[config.mk]
export PLATFORM = sky130hd
export DESIGN_NAME = serial_wide_adder_ctrl
export DESIGN_NICKNAME = d
export VERILOG_FILES = /design/src/rtl/serial_wide_adder_ctrl.sv
export SDC_FILE = /design/constraint.sdc
export NUM_CORES = 1
export LEC_CHECK = 0
export BUFFER_PORTS_ARGS = -buffer_cell sky130_fd_sc_hd__buf_2
export CORE_AREA = 2 2 77 79
export CTS_CLUSTER_DIAMETER = 60
export DETAILED_ROUTE_END_ITERATION = 8
export DIE_AREA = 0 0 79 81
export GPL_TIMING_DRIVEN = 0
export MAX_ROUTING_LAYER = met4
export PLACE_DENSITY = 0.83
export SETUP_SLACK_MARGIN = 0.2
export SKIP_CTS_REPAIR_TIMING = 1
export SLEW_MARGIN = 10
export SYNTH_ARGS = -nofsm -noshare
export SYNTH_HDL_FRONTEND = slang
export SYNTH_HIERARCHICAL = 1
export SYNTH_SLANG_ARGS = --single-unit
[constraint.sdc]
create_clock -name clk -period 4 [get_ports clk]
set_input_delay 0.2 -clock clk [delete_from_list [all_inputs] [get_ports clk]]
set_output_delay 0.2 -clock clk [all_outputs]
set_load 0.05 [all_outputs]
[src/rtl/serial_wide_adder_ctrl.sv]
// Word-serial wide adder: adds two NUM_WORDS*WORD_BITS operands one slice per cycle
// through a single adder_nbit. Define SIGNED_OVF_EN for two's-complement overflow.
module serial_wide_adder_ctrl #(
  parameter int unsigned NUM_WORDS = 4,
  parameter int unsigned WORD_BITS = 4
) (
  input  logic                           clk,
  input  logic                           n_rst,
  input  logic                           start,
  input  logic [NUM_WORDS*WORD_BITS-1:0] a,
  input  logic [NUM_WORDS*WORD_BITS-1:0] b,
  input  logic                           carry_in,
  output logic                           busy,
  output logic                           done,
  output logic [NUM_WORDS*WORD_BITS-1:0] sum,
  output logic                           overflow
);

  localparam int unsigned W        = NUM_WORDS * WORD_BITS;
  localparam int unsigned IDX_BITS = $clog2(NUM_WORDS);

  typedef enum logic [1:0] {IDLE, ADD, DONE} state_t;

  state_t                state, state_next;
  logic [W-1:0]          op_a, op_b;
  logic [W-WORD_BITS-1:0] partial;
  logic                  carry_reg;
  logic [IDX_BITS-1:0]   idx;
  logic                  last_word;

  logic [WORD_BITS-1:0]  add_a, add_b, add_sum;
  logic                  add_cin, add_cout;
  logic [W-1:0]          result_next;
  logic                  ovf_next;

  // Operands shift right each ADD cycle so the current word is always the low slice.
  always_comb begin
    add_a   = '0;
    add_b   = '0;
    add_cin = 1'b0;
    if (state == ADD) begin
      add_a   = op_a[WORD_BITS-1:0];
      add_b   = op_b[WORD_BITS-1:0];
      add_cin = carry_reg;
    end
  end

  adder_nbit #(.N(WORD_BITS)) u_adder (
    .a        (add_a),
    .b        (add_b),
    .carry_in (add_cin),
    .sum      (add_sum),
    .overflow (add_cout)
  );

  assign last_word   = (idx == IDX_BITS'(NUM_WORDS - 1));
  assign result_next = {add_sum, partial};

`ifdef SIGNED_OVF_EN
  // On the last word the low slices of op_a/op_b hold the operand MSWs.
  assign ovf_next = (op_a[WORD_BITS-1] == op_b[WORD_BITS-1]) &&
                    (add_sum[WORD_BITS-1] != op_a[WORD_BITS-1]);
`else
  assign ovf_next = add_cout;
`endif

  // Next-state logic.
  always_comb begin
    state_next = state;
    case (state)
      IDLE:    if (start) state_next = ADD;
      ADD:     if (last_word) state_next = DONE;
      DONE:    state_next = IDLE;
      default: state_next = IDLE;
    endcase
  end

  always_ff @(posedge clk or negedge n_rst) begin
    if (!n_rst) begin
      state <= IDLE;
      busy  <= 1'b0;
      done  <= 1'b0;
    end else begin
      state <= state_next;
      busy  <= (state_next == ADD);
      done  <= (state_next == DONE);
    end
  end

  // Datapath: operand capture, carry chain and result accumulation.
  always_ff @(posedge clk or negedge n_rst) begin
    if (!n_rst) begin
      op_a      <= '0;
      op_b      <= '0;
      partial   <= '0;
      carry_reg <= 1'b0;
      idx       <= '0;
      sum       <= '0;
      overflow  <= 1'b0;
    end else begin
      case (state)
        IDLE: begin
          if (start) begin
            op_a      <= a;
            op_b      <= b;
            carry_reg <= carry_in;
            idx       <= '0;
          end
        end
        ADD: begin
          op_a      <= op_a >> WORD_BITS;
          op_b      <= op_b >> WORD_BITS;
          carry_reg <= add_cout;
          partial   <= result_next[W-1:WORD_BITS];
          idx       <= idx + IDX_BITS'(1);
          if (last_word) begin
            sum      <= result_next;
            overflow <= ovf_next;
          end
        end
        default: ;
      endcase
    end
  end

endmodule

// Single ripple slice shared by the sequencer; overflow is the carry out.
module adder_nbit #(
  parameter int unsigned N = 4
) (
  input  logic [N-1:0] a,
  input  logic [N-1:0] b,
  input  logic         carry_in,
  output logic [N-1:0] sum,
  output logic         overflow
);

  assign {overflow, sum} = (N+1)'(a) + (N+1)'(b) + (N+1)'(carry_in);

endmodule

==> out/qor.yml <==
core_area_um2: 5680
final_common_cell: "dfrtp_1"
period_needed_ns: 2.63
drive_gt1_frac: 0.398
cts_sinks: 68
maxCapViolCount: 0
grt_max_degree: 43
place_ws_ns: 1.38
fin_tns_setup_ns: 0
grt_use_met1: 0.289
fin_skew_ns: 0.00980
start_util: 0.574
crit_arrival_ns: 2.85
chipHeight_um: 81
vias: 2231
fp.dieW_um: 79
diodes: 0
syn_inst: 243
port_buffers: 53
syn_area_um2: 3260
yosysUniqueCellTypes: 29
cts_root_buf: "clkbuf_8"
crit_path_max_fanout: 10
syn_avg_cell_area_um2: 13.4
clock.fmax_mhz: 380
clk_latency_ns: 0.34
wirelength_um: 6390
nFillCells: 433
critPathCaptureType: "flip-flop"
first_pass_iters: 4
place.detailed.hpwl_um: 4630
p_total_mw: 3.49
met2_usage: 0.359
powerDensity_nw_per_um2: 906
nets: 351
dieArea_um2: 6400
yosysWarnings: 6
worst_slew_pin_slew_ns: 0.453
outcome: "complete, no violations"
cp_slowest_cell: "fa_1"
h-tree-depth: 3
maxSlewHeadroom: 0.698
cts_buffers: 9
path_cells: "buf_6 > nor2b_1 > clkbuf_1 > and2_1 > fa_1 > inv_1 > fa_1 > nor2b_1 > o21ai_0 > nand2b_1 > mux2_1"
top_usage_layer: "met2"
hold_viol: 0
clockBufferDepth: 2
layout_common_cells: "dfrtp_1, buf_2, or4b_1, o221a_2, mux2_1"
vias_per_cell: 5.74
min_path_type: "input port to flip-flop"
drc_errors: 0
ys_seq_area_frac: 0.522
path_clk_slew_ns: 0.07
path_class: "flip-flop to flip-flop"
multi_input_area_um2: 1340
finalCritPeriodShare: 0.658
grt_usage: 0.227
use_met3: 0.0522
cp_slowest_stage_delay_ns: 0.46
grt_pass1_wl_um: 10600
num_rows: 28
ys_ff_latch: 68
cts_tree: "yes"
ant_nets: 0
final_max_slew_viol_count: 0
rsz0062_at_grt: "false"
reg.largest.list: "op_a (16), op_b (16), sum (16)"
areaGrowthSynthToFinish_pct: 18.2
grt_pass1_vias: 2153
final-setup-viol-count: 0
cp.required_ns: 4.22
gp_congestion: 0.821
io_pins: 55
p_leak_nw: 1.79
worst_slack_ns: 1.37
peakVddDrop_mv: 0.496
wl_per_cell_um: 16.4
grt_overflow: 0
synth_nets: 285
drt_iter0_drc: 76
cp-start-kind: "flip-flop"
area.sequential_um2: 1700
antenna_found_initial: 0
==> metal layers <==
layer	up-vias	wire [µm]
met5	-	0
met4	0	68
met3	12	340
met2	69	3140
met1	1110	2840
li1	1040	-
==> worst max-delay path, delay by kind of cell, from the launching register on <==
family | cells | cell delay, ns
flops | 1 | 0.44
simple gates | 4 | 0.53
mux | 1 | 0.29
fa+ha+maj | 2 | 0.67
compound gates | 1 | 0.15
buf+inv | 3 | 0.45
==> area by class of cell <==
class | instances | area share
flip-flops and latches | 68 | 0.442
multi-input cells | 136 | 0.347
repair buffers | 55 | 0.0773
plain buffers | 24 | 0.0422
clock buffers | 11 | 0.0393
well taps | 75 | 0.0244
inverters | 15 | 0.0146
clock inverters | 5 | 0.0130
==> stage by stage <==
step / hold WS, ns / instance area [µm²] / instances / util
after CTS: -0.232 / 3840 / 388 / 0.677
after global routing: 0.193 / 3850 / 389 / 0.678
after floorplan: -0.0956 / 3260 / 243 / -
after detailed placement: 0.134 / 3640 / 372 / 0.641
final: 0.178 / 3850 / 389 / 0.678
after global placement: 0.465 / 3620 / 371 / 0.637
==> worst paths after layout <==
path	from	cells after the start	slack (ns)	endpoint
min	b[15]	3	0.18	op_b[15]
max in group asynchronous	n_rst	3	3.17	sum[0]
max reg2reg	state[0]	11	1.37	overflow
max	state[0]	11	1.37	overflow
min reg2reg	sum[5]	1	0.49	sum[5]
min in group asynchronous	n_rst	2	0.31	op_b[1]
==> cells in the mapped netlist <==
master	number	area share
ha_1	4	0.015
o221a_2	25	0.086
a21oi_2	1	0.0027
nand3b_4	1	0.0061
clkbuf_1	7	0.0081
inv_1	13	0.015
xnor2_1	2	0.0054
or4b_1	25	0.077
o2bb2ai_1	1	0.0027
o21ba_2	1	0.0031
or2_1	1	0.0019
mux2_4	8	0.037
o21ai_0	1	0.0015
and2_1	9	0.017
a21o_1	1	0.0023
nand2_1	8	0.0092
buf_2	7	0.011
a21oi_1	2	0.0031
mux2i_1	1	0.0031
mux2_1	21	0.073
buf_4	3	0.0069
fa_1	2	0.012
nand2b_1	4	0.0077
inv_2	2	0.0023
buf_6	7	0.024
nand3b_1	8	0.018
dfrtp_1	68	0.52
o221ai_1	8	0.022
nor2b_1	2	0.0038
==> kinds of logic (layout without fill, tap and decap cells) <==
family | Yosys count | count (layout) | synth area share
flops | 68 | 68 | 0.522
simple gates | 58 | 58 | 0.141
compound gates | 40 | 40 | 0.123
buf+inv | 39 | 110 | 0.0672
mux | 30 | 30 | 0.113
fa+ha+maj | 6 | 6 | 0.0277
xor+xnor | 2 | 2 | 0.00538
==> power by group <==
part / internal (mW) / total, mW / leakage, nW / switching (mW)
clock: 0.317 / 0.571 / 0.109 / 0.253
combinational: 0.764 / 1.69 / 0.861 / 0.924
sequential: 1.03 / 1.23 / 0.822 / 0.201
Power figures use the tool's default switching activity.
